### config.mk
export PLATFORM = sky130hd
export DESIGN_NAME = vm1_bus_unit
export DESIGN_NICKNAME = d
export VERILOG_FILES = /design/src/rtl/vm1_bus_pkg.sv /design/src/rtl/vm1_bus_timeout.sv /design/src/rtl/vm1_bus_unit.sv
export SDC_FILE = /design/constraint.sdc
export NUM_CORES = 1
export LEC_CHECK = 0
export ABC_AREA = 1
export CORE_MARGIN = 10
export CORE_UTILIZATION = 28
export DETAILED_ROUTE_END_ITERATION = 7
export GPL_ROUTABILITY_DRIVEN = 0
export PLACE_DENSITY = 0.61
export SLEW_MARGIN = 20
export SYNTH_ARGS = -nofsm -noshare
export SYNTH_HDL_FRONTEND = slang
export SYNTH_SLANG_ARGS = --single-unit
### constraint.sdc
create_clock -name clk -period 3.91 [get_ports clk]
set_input_delay 0.782 -clock clk [delete_from_list [all_inputs] [get_ports clk]]
set_output_delay 0.782 -clock clk [all_outputs]
set_load 0.02 [all_outputs]
### src/rtl/vm1_bus_pkg.sv
// VM1 bus unit shared definitions.
// State encoding, trap vector and byte-enable helpers.
package vm1_bus_pkg;

  typedef enum logic [2:0] {
    S_IDLE = 3'd0,
    S_RD   = 3'd1,
    S_WR   = 3'd2,
    S_DONE = 3'd3,
    S_ERR  = 3'd4
  } bus_state_e;

  localparam logic [15:0] TRAP_BUS = 16'o000004;

  localparam logic [1:0] BE_WORD = 2'b11;
  localparam logic [1:0] BE_LO   = 2'b01;
  localparam logic [1:0] BE_HI   = 2'b10;

  function automatic logic [1:0] be_sel(
    input logic byte_acc,
    input logic a0
  );
    if (!byte_acc) return BE_WORD;
    return a0 ? BE_HI : BE_LO;
  endfunction

endpackage

### src/rtl/vm1_bus_timeout.sv
// Reply-timeout counter for the VM1 bus unit.
// Loadable up-counter with clear and terminal-count flag.
module vm1_bus_timeout #(
  parameter int TIMEOUT = 64,
  parameter int CNT_W   = 7
) (
  input  logic             clk,
  input  logic             reset,
  input  logic             clr,
  input  logic             en,
  input  logic             ld,
  input  logic [CNT_W-1:0] ld_val,
  output logic             tc
);

  logic [CNT_W-1:0] cnt_q, cnt_d;

  always_comb begin
    cnt_d = cnt_q;
    if (clr)     cnt_d = '0;
    else if (ld) cnt_d = ld_val;
    else if (en) cnt_d = cnt_q + 1'b1;
  end

  always_ff @(posedge clk or posedge reset) begin
    if (reset) cnt_q <= '0;
    else       cnt_q <= cnt_d;
  end

  // flags the cycle whose increment reaches TIMEOUT-1
  assign tc = (cnt_q == CNT_W'(TIMEOUT - 2));

endmodule

### src/rtl/vm1_bus_unit.sv
// VM1 bus interface stage: strobe/ack handshake,
// datapath stall, odd-address and timeout bus errors.
module vm1_bus_unit
  import vm1_bus_pkg::*;
#(
  parameter int TIMEOUT = 64,
  parameter int CNT_W   = 7
) (
  input  logic        clk,
  input  logic        reset,
  input  logic        req_rd,
  input  logic        req_wr,
  input  logic        req_byte,
  input  logic [15:0] dba,
  input  logic [15:0] dbo,
  output logic [15:0] dbi,
  output logic        ce,
  output logic        bus_err,
  output logic [15:0] mem_addr,
  output logic [15:0] mem_wdata,
  output logic [1:0]  mem_be,
  output logic        mem_rd,
  output logic        mem_wr,
  input  logic [15:0] mem_rdata,
  input  logic        mem_ack
);

  bus_state_e  state_q, state_d;
  logic [15:0] dbi_q, dbi_d;
  logic [15:0] addr_q, addr_d;
  logic [15:0] wdata_q, wdata_d;
  logic [1:0]  be_q, be_d;
  logic        rd_q, rd_d;
  logic        wr_q, wr_d;
  logic        err_q, err_d;
  logic        cnt_clr, cnt_en, cnt_tc;
  logic        req_any;

  assign req_any = req_rd | req_wr;

  vm1_bus_timeout #(
    .TIMEOUT(TIMEOUT),
    .CNT_W  (CNT_W)
  ) u_tmo (
    .clk   (clk),
    .reset (reset),
    .clr   (cnt_clr),
    .en    (cnt_en),
    .ld    (1'b0),
    .ld_val('0),
    .tc    (cnt_tc)
  );

  always_comb begin
    state_d = state_q;
    dbi_d   = dbi_q;
    addr_d  = addr_q;
    wdata_d = wdata_q;
    be_d    = be_q;
    rd_d    = rd_q;
    wr_d    = wr_q;
    err_d   = 1'b0;
    cnt_clr = 1'b0;
    cnt_en  = 1'b0;
    unique case (state_q)
      S_IDLE: begin
        if (req_any) begin
          if (!req_byte && dba[0]) begin
            state_d = S_ERR;
            err_d   = 1'b1;
          end else begin
            addr_d  = {dba[15:1], 1'b0};
            be_d    = be_sel(req_byte, dba[0]);
            cnt_clr = 1'b1;
            // read wins over a simultaneous write
            if (req_rd) begin
              state_d = S_RD;
              rd_d    = 1'b1;
            end else begin
              state_d = S_WR;
              wr_d    = 1'b1;
              wdata_d = req_byte ? {dbo[7:0], dbo[7:0]} : dbo;
            end
          end
        end
      end
      S_RD, S_WR: begin
        cnt_en = 1'b1;
        if (mem_ack) begin
          state_d = S_DONE;
          rd_d    = 1'b0;
          wr_d    = 1'b0;
          if (state_q == S_RD) dbi_d = mem_rdata;
        end else if (cnt_tc) begin
          state_d = S_ERR;
          rd_d    = 1'b0;
          wr_d    = 1'b0;
          err_d   = 1'b1;
        end
      end
      S_DONE:  state_d = S_IDLE;
      S_ERR:   state_d = S_IDLE;
      default: state_d = S_IDLE;
    endcase
  end

  always_ff @(posedge clk or posedge reset) begin
    if (reset) begin
      state_q <= S_IDLE;
      dbi_q   <= '0;
      addr_q  <= '0;
      wdata_q <= '0;
      be_q    <= '0;
      rd_q    <= 1'b0;
      wr_q    <= 1'b0;
      err_q   <= 1'b0;
    end else begin
      state_q <= state_d;
      dbi_q   <= dbi_d;
      addr_q  <= addr_d;
      wdata_q <= wdata_d;
      be_q    <= be_d;
      rd_q    <= rd_d;
      wr_q    <= wr_d;
      err_q   <= err_d;
    end
  end

  assign ce = (state_q == S_IDLE && !req_any) ||
              (state_q == S_DONE) ||
              (state_q == S_ERR);

  assign dbi       = dbi_q;
  assign bus_err   = err_q;
  assign mem_addr  = addr_q;
  assign mem_wdata = wdata_q;
  assign mem_be    = be_q;
  assign mem_rd    = rd_q;
  assign mem_wr    = wr_q;

endmodule

==> Flow_metrics.wiki, run 1 <==
{| class="wikitable"
! Metric !! Value
|-
| Status || finished clean
|-
| Total power || around 0.0033 W
|-
| Hold depth || 2
|-
| Half-perimeter wire length after detailed placement || around 6000 um
|-
| Post-Synthesis Net Count || about 370
|-
| RSZ-0062 raised after global routing || no
|-
| Pin count of the biggest net entering global routing || 40
|-
| Buffers from clock root to sink, at most || 2
|-
| Kind of capture point of the worst setup path || output port
|-
| Slowest stage cell on the critical path || sky130_fd_sc_hd__clkdlybuf4s50_1
|-
| Area contributors post-synth || sky130_fd_sc_hd__dfrtp_1, sky130_fd_sc_hd__nand2_1, sky130_fd_sc_hd__mux2_2
|-
| Minimum setup slack among reg-to-reg paths || about 2 ns
|-
| Clock tree root buffer cell || sky130_fd_sc_hd__clkbuf_8
|-
| Routed length per placed instance || 14.0 um
|-
| Vias after detailed routing || roughly 2,400
|-
| Number of enable flip-flop cells after synthesis || 0
|-
| CP arrival || about 2.5 ns
|-
| Initial core utilization || approximately 29%
|-
| Critical Path, Cell by Cell || clkdlybuf4s50_1 -> nor2_1 -> nand2_1 -> nand2_1 -> clkdlybuf4s50_1
|-
| Netlist area before placement || 2790 um^2
|-
| Global route total overflow || 0
|-
| Most instantiated library cell after synthesis || sky130_fd_sc_hd__nand2_1
|-
| Number of buffers created by CTS || 9
|-
| Max Cap Violations || 0
|-
| Number of buffers inserted by hold repair at cts || 0
|-
| Total number of clock tree sinks || 62
|-
| Achievable Freq || 302 MHz
|-
| Die Width || 120 um
|-
| Final critical delay including setup and external delays || about 3.3 ns
|-
| Worst min-delay path endpoint || mem_rd
|-
| Power per cell area || approximately 790 nW/um^2
|-
| H-tree level count || 3
|-
| Remaining max-slew budget at the tightest pin || 44.1%
|-
| Setup total negative slack || 0 ns
|-
| Area inside the core boundary || just under 10,000 um^2
|-
| CP peak stage delay || 0.60 ns
|-
| Clock Skews || about 0.010 ns
|-
| Async S/R FF share, synth || 100%
|-
| Number of DRC markers in iteration 0 || between 100 and 150
|-
| Share of cells above drive strength 1 || about 10%
|-
| Cell type with the largest total area after synthesis || sky130_fd_sc_hd__dfrtp_1
|-
| Worst r2r path cells || 7
|-
| Final number of max-transition violations || 0
|-
| Commonest cells post-synth || sky130_fd_sc_hd__nand2_1, sky130_fd_sc_hd__dfrtp_1, sky130_fd_sc_hd__nor2_1
|-
| Actual slew at the worst max-slew pin || between 0.8 and 0.9 ns
|-
| Count of state elements after synthesis || 62
|-
| RR Startpoint || state_q[0]
|-
| Class of the worst hold path || flip-flop to flip-flop
|-
| Inserted Diodes || 0
|-
| Buffers inserted by post-CTS timing repair || 0
|-
| Startpoint of the worst hold path || mem_rd
|-
| Boundary Pins || ~110
|-
| Port-buffer cells || between 100 and 150
|-
| Relative area change from synthesis to final layout || 49.5%
|-
| Share of synthesized area occupied by flip-flops and latches || a little under three fifths
|-
| Final number of hold-violating endpoints || 0
|-
| Largest driver fanout on the critical path || 4
|-
| Chip Height || between 100 and 150 um
|-
| Destination of the worst register-to-register timing path || state_q[1]
|-
| TritonCTS clock tree || done
|-
| Worst supply voltage drop on vdd || between 300 and 400 uV
|-
| Clock transition at path regs || 0.07 ns
|-
| Critical Path RT || 3.13 ns
|-
| Cell count after synthesis || between 300 and 400
|-
| Floorplan die area || between 10,000 and 15,000 um^2
|-
| Type of the setup path with the least slack || primary input to output port
|-
| Cell variety after synth || 24
|-
| Initial antenna violation count || 0
|-
| Cells resized by post-CTS repair || 0
|-
| Ratio of routed vias to standard cells || 4.27
|-
| Net count reported at finish || between 400 and 500
|-
| Drc violations || 0
|-
| Clock network latency to the later pin of the worst-skew pair || around 0.33 ns
|-
| Portion of the clock cycle consumed by the worst path in the final layout || between 80% and 90%
|-
| Leakage || ~2 nW
|-
| Final count of negative-setup-slack endpoints || 0
|-
| Antenna Nets Post-Route || 0
|-
| Number of global-route vias before repair || roughly 2,500
|-
| Gr usage total || 11.3%
|-
| Synth top area share || 55.7%
|-
| Number of buffer and inverter instances along the worst setup path || 2
|-
| Post-synth top flop || sky130_fd_sc_hd__dfrtp_1
|-
| Total wirelength of the detailed-routed design || a little under 8000 um
|-
| Kind of cell with the highest combined delay on the critical path || buffers and inverters
|-
| Average footprint of a synthesized cell || roughly 8.8 um^2
|-
| First drt pass iteration count || 4
|-
| Ys Warns || 0
|-
| Wire length of the first global-routing pass || about 13,000 um
|-
| Nature of the critical path startpoint || primary input
|-
| Standard-cell row count || 36
|}
[tightest hold or removal path, cell delays in order (launching register included)]
cell and delay [ns]:
sky130_fd_sc_hd__dfrtp_1 0.35, sky130_fd_sc_hd__nand2_1 0.05, sky130_fd_sc_hd__nand2_1 0.04
[metrics by stage]
step                util [%]  std cells  cell area, um^2  hold slack (ns)  worst slack [ns]
floorplan                  -        317             2790            0.488              1.59
global placement        40.7        549             3960            0.463             0.675
global route            42.8        564             4160            0.501             0.544
finish                  42.8        564             4160            0.473             0.602
CTS                     42.8        564             4160            0.482             0.614
detailed placement      40.7        549             3960            0.462             0.622
[placed cells by master, fill, tap and decap left out]
master                            netlist  routed
sky130_fd_sc_hd__clkdlybuf4s50_1        0     106
sky130_fd_sc_hd__nor2_2                 1       1
sky130_fd_sc_hd__o21ai_0                4       4
sky130_fd_sc_hd__inv_1                 18      17
sky130_fd_sc_hd__a21oi_1                4       4
sky130_fd_sc_hd__nor2_1                20      20
sky130_fd_sc_hd__clkinv_2               0       1
sky130_fd_sc_hd__mux2_2                15      15
sky130_fd_sc_hd__clkbuf_8               0      12
sky130_fd_sc_hd__mux2_1                 1       1
sky130_fd_sc_hd__o21bai_1               1       1
sky130_fd_sc_hd__conb_1                 1       1
sky130_fd_sc_hd__nand2_4                2       2
sky130_fd_sc_hd__nand3_4                1       1
sky130_fd_sc_hd__nand2_1              156     156
sky130_fd_sc_hd__bufinv_16              0       1
sky130_fd_sc_hd__ha_1                   2       2
sky130_fd_sc_hd__clkinvlp_4             0       1
sky130_fd_sc_hd__nand3_1               11      11
sky130_fd_sc_hd__buf_4                  8       2
sky130_fd_sc_hd__nor2_4                 2       2
sky130_fd_sc_hd__nand4_1                2       2
sky130_fd_sc_hd__inv_2                  1       2
sky130_fd_sc_hd__xor2_1                 1       1
sky130_fd_sc_hd__nor3_4                 1       1
sky130_fd_sc_hd__nand2_2                1       1
sky130_fd_sc_hd__dfrtp_1               62      62
sky130_fd_sc_hd__inv_4                  1       1
[final cells by class]
| cell class | count | area, um^2 |
|---|---|---|
| timing repair buffer | 108 | 1080 |
| fill | 1002 | 5570 |
| tap | 133 | 166 |
| sequential | 62 | 1550 |
| clock buffer | 12 | 165 |
| inverter | 20 | 77.6 |
| multi-input combinational | 226 | 1080 |
| clock inverter | 3 | 42.5 |
[sequential cells by signal, indices dropped and copies added, names as in the netlist]
| signal | count |
|---|---|
| mem_addr | 15 |
| mem_wr | 1 |
| mem_be | 2 |
| mem_rd | 1 |
| state_q | 3 |
| bus_err | 1 |
| mem_wdata | 16 |
| dbi | 16 |
| u_tmo.cnt_q | 7 |
[worst max-delay path by stage]
stage / slack [ns] / startpoint / endpoint / depth (start not counted)
final: 0.60 / req_rd / ce / 5
after CTS: 0.61 / req_rd / ce / 5
after global routing: 0.54 / req_rd / ce / 5
after detailed placement: 0.62 / req_rd / ce / 5
after floorplan: 1.59 / reset / bus_err / 1
after global placement: 0.67 / req_rd / ce / 5
[power by group]
part	switching, W	total (W)	leakage (nW)	internal (W)
combinational	0.000875	0.00160	1.14	0.000727
sequential	0.000166	0.00109	0.771	0.000928
clock	0.000246	0.000589	0.104	0.000342
total	0.00129	0.00328	2.02	0.00200
[kinds of logic (layout without fill, tap and decap cells)]
| logic type | after synthesis | after routing | share of synthesized area (%) |
|---|---|---|---|
| and+or+nand+nor | 197 | 197 | 29.4 |
| DFF | 62 | 62 | 55.7 |
| buffers and inverters | 29 | 143 | 5.35 |
| muxes | 16 | 16 | 6.47 |
| AOI/OAI and AO/OA | 9 | 9 | 1.71 |
| adders and majority gates | 2 | 2 | 0.898 |
| other | 1 | 1 | 0.135 |
| xor gates and xnor gates | 1 | 1 | 0.315 |
[routing by layer]
layer	track usage (%)	wire, um	up-vias
met5	0	0	-
met4	3.62	67	0
met3	4.27	492	7
met2	19.6	4090	49
met1	12.5	3260	1158
li1	-	-	1195
Power figures use the tool's default switching activity.
==> inputs of run 2 (changes only) <==
==> constraint.sdc (replaced) <==
create_clock -name clk -period 3.3 [get_ports clk]
set_input_delay 0.66 -clock clk [delete_from_list [all_inputs] [get_ports clk]]
set_output_delay 0.66 -clock clk [all_outputs]
set_load 0.02 [all_outputs]
==> Flow_metrics.wiki, run 2 (synthesized netlist as in run 1, its figures left out) <==
{| class="wikitable"
! Metric !! Value
|-
| Number of buffers inserted by hold repair at cts || 0 (unchanged)
|-
| Minimum setup slack among reg-to-reg paths || 1.37 ns (-0.64 ns)
|-
| Standard-cell row count || 36 (unchanged)
|-
| Startpoint of the worst hold path || mem_wr
|-
| Kind of cell with the highest combined delay on the critical path || buffers and inverters
|-
| Destination of the worst register-to-register timing path || state_q[0]
|-
| Clock network latency to the later pin of the worst-skew pair || 0.33 ns (about the same)
|-
| Total power || 0.00390 W (+19%)
|-
| Final number of max-transition violations || 0 (unchanged)
|-
| Multi-input gate area || 1080 um^2 (unchanged)
|-
| Critical Path, Cell by Cell || clkdlybuf4s50_1 -> nor2_1 -> nand2_1 -> nand2_1 -> clkdlybuf4s50_1
|-
| Ratio of routed vias to standard cells || 4.30 (+0.57%)
|-
| Clock power share || 17.9% (about the same)
|-
| Portion of the clock cycle consumed by the worst path in the final layout || just over 90%
|-
| Switching power share of the total || 39.7% (+0.47 points)
|-
| Clock tree root buffer cell || sky130_fd_sc_hd__clkbuf_8
|-
| Number of DRC markers in iteration 0 || 98 (-11%)
|-
| CP arrival || 2.39 ns (-0.14 ns)
|-
| Max Cap Violations || 0 (unchanged)
|-
| Layout Utilization || 42.9% (+0.14 points)
|-
| Number of global-route vias before repair || 2,591 (+4.0%)
|-
| Relative area change from synthesis to final layout || 50.0%
|-
| Power share of the combinational group || 49.0% (+0.2 points)
|-
| RSZ-0062 raised after global routing || no
|-
| Area inside the core boundary || 9730 um^2 (unchanged)
|-
| Slowest stage cell on the critical path || sky130_fd_sc_hd__clkdlybuf4s50_1
|-
| P_int || 0.00235 W (+18%)
|-
| Setup total negative slack || 0 ns (unchanged)
|-
| Global route total overflow || 0 (unchanged)
|-
| Share of cells above drive strength 1 || 10.2% (+0.21 points)
|-
| Worst min-delay path endpoint || mem_wr
|-
| Floorplan die area || 14,300 um^2 (unchanged)
|-
| Largest driver fanout on the critical path || 4 (unchanged)
|-
| Net count reported at finish || 483 (unchanged)
|-
| Pin count of the biggest net entering global routing || 35 (-13%)
|-
| Half-perimeter wire length after detailed placement || 5950 um (-0.54%)
|-
| Worst supply voltage drop on vdd || 362 uV (+15%)
|-
| Number of buffer and inverter instances along the worst setup path || 2 (unchanged)
|-
| Power per cell area || 934 nW/um^2 (+18%)
|-
| Inserted Diodes || 0 (unchanged)
|-
| Hold depth || 2 (unchanged)
|-
| Cells resized by post-CTS repair || 0 (unchanged)
|-
| Wire length of the first global-routing pass || 13,200 um (+0.69%)
|-
| Fillers || 993 (-0.90%)
|-
| Total number of clock tree sinks || 62 (unchanged)
|-
| Class of the worst hold path || flip-flop to flip-flop
|-
| Vias after detailed routing || 2,427 (+0.75%)
|-
| H-tree level count || 3 (unchanged)
|-
| Final standard cell count with taps included and fillers excluded || 565 (+0.18%)
|-
| Clock Skews || 0.00529 ns (-0.00516 ns)
|-
| Storage cell area || 1550 um^2 (unchanged)
|-
| Status || finished clean
|-
| Initial core utilization || 28.6% (unchanged)
|-
| TritonCTS clock tree || done
|-
| Drc violations || 0 (unchanged)
|-
| Achievable Freq || around 330 MHz
|-
| Gr usage total || 11.2% (-0.051 points)
|-
| Clock transition at path regs || 0.07 ns (about the same)
|-
| Total wirelength of the detailed-routed design || 7870 um (-0.54%)
|-
| CP peak stage delay || 0.60 ns (about the same)
|-
| Routed length per placed instance || 13.9 um (-0.72%)
|-
| Die Width || 120 um (unchanged)
|-
| Chip Height || 120 um (unchanged)
|-
| Cells after DPL || 549 (unchanged)
|-
| Total net switching power || 0.00155 W (+20%)
|-
| Type of the setup path with the least slack || primary input to output port
|-
| RR Startpoint || state_q[0]
|-
| Antenna Nets Post-Route || 0 (unchanged)
|-
| Number of buffers created by CTS || 9 (unchanged)
|-
| Actual slew at the worst max-slew pin || 0.831 ns (-0.00654 ns)
|-
| Most frequent cells in the layout || sky130_fd_sc_hd__nand2_1, sky130_fd_sc_hd__clkdlybuf4s50_1, sky130_fd_sc_hd__dfrtp_1
|-
| Commonest non-fill, non-tap cell in the layout || sky130_fd_sc_hd__nand2_1
|-
| Worst r2r path cells || 7 (unchanged)
|-
| Sequential share of power || 33.2% (about the same)
|-
| First drt pass iteration count || 4 (unchanged)
|-
| Kind of capture point of the worst setup path || output port
|-
| Buffers inserted by post-CTS timing repair || 0 (unchanged)
|-
| Boundary Pins || 108 (unchanged)
|-
| Final critical delay including setup and external delays || approximately 3.0 ns
|-
| Leakage || 2.02 nW (about the same)
|-
| Initial antenna violation count || 0 (unchanged)
|-
| Port-buffer cells || 106 (unchanged)
|-
| Final number of hold-violating endpoints || 0 (unchanged)
|-
| Nature of the critical path startpoint || primary input
|-
| Critical Path RT || 2.64 ns (-0.49 ns)
|-
| Final count of negative-setup-slack endpoints || 0 (unchanged)
|-
| Remaining max-slew budget at the tightest pin || 44.4% (+0.31 points)
|-
| Buffers from clock root to sink, at most || 2 (unchanged)
|}
## run 2: power by group through the flow
| stage | logic (W) | registers (W) | clock network (W) |
|---|---|---|---|
| 5_1_grt | 0.00208 | 0.00135 | 0.000758 |
| 6_report | 0.00191 | 0.00129 | 0.000698 |
| 3_3_place_gp | 0.00193 | 0.00130 | 0 |
| 4_1_cts | 0.00195 | 0.00130 | 0.000725 |
| 2_1_floorplan | 0.000696 | 0.00166 | 0 |
| 3_5_place_dp | 0.00194 | 0.00130 | 0 |
## run 2: area by class of cell
| class | count | share of cell area [%] |
|---|---|---|
| Clock buffer | 11 | 3.62 |
| Clock inverter | 5 | 1.38 |
| Inverter | 20 | 1.86 |
| Multi-Input combinational cell | 226 | 26.0 |
| Sequential cell | 62 | 37.1 |
| Tap cell | 133 | 3.98 |
| Timing Repair Buffer | 108 | 26.1 |
## run 2: metal layers
layer | wire length [um] | global-route usage [%] | share of wire (%)
met5 | 0 | 0 | 0
met4 | 74 | 3.39 | 0.94
met3 | 484 | 4.17 | 6.2
met2 | 4060 | 19.6 | 52
met1 | 3250 | 12.5 | 41
## run 2: worst max path at each step
stage | depth (start not counted) | endpoint | start | slack, ns
final | 5 | ce | req_rd | 0.25
after global routing | 5 | ce | req_rd | 0.16
after CTS | 5 | ce | req_rd | 0.25
after detailed placement | 5 | ce | req_rd | 0.26
after global placement | 5 | ce | req_rd | 0.30
after floorplan | 1 | bus_err | reset | 1.10
## run 2: tightest hold or removal path: cells and delay by family, from the launching register on
| kind | cells | cell delay [ns] |
|---|---|---|
| flip-flops | 1 | 0.35 |
| AND/OR/NAND/NOR | 2 | 0.10 |
## run 2: metrics by stage
stage          hold WS, ns  setup WS (ns)  instance area [um^2]
2_1_floorplan        0.488           1.10                  2790
3_3_place_gp         0.463          0.305                  3970
3_5_place_dp         0.462          0.258                  3970
4_1_cts              0.483          0.248                  4180
5_1_grt              0.499          0.158                  4180
6_report             0.480          0.251                  4180
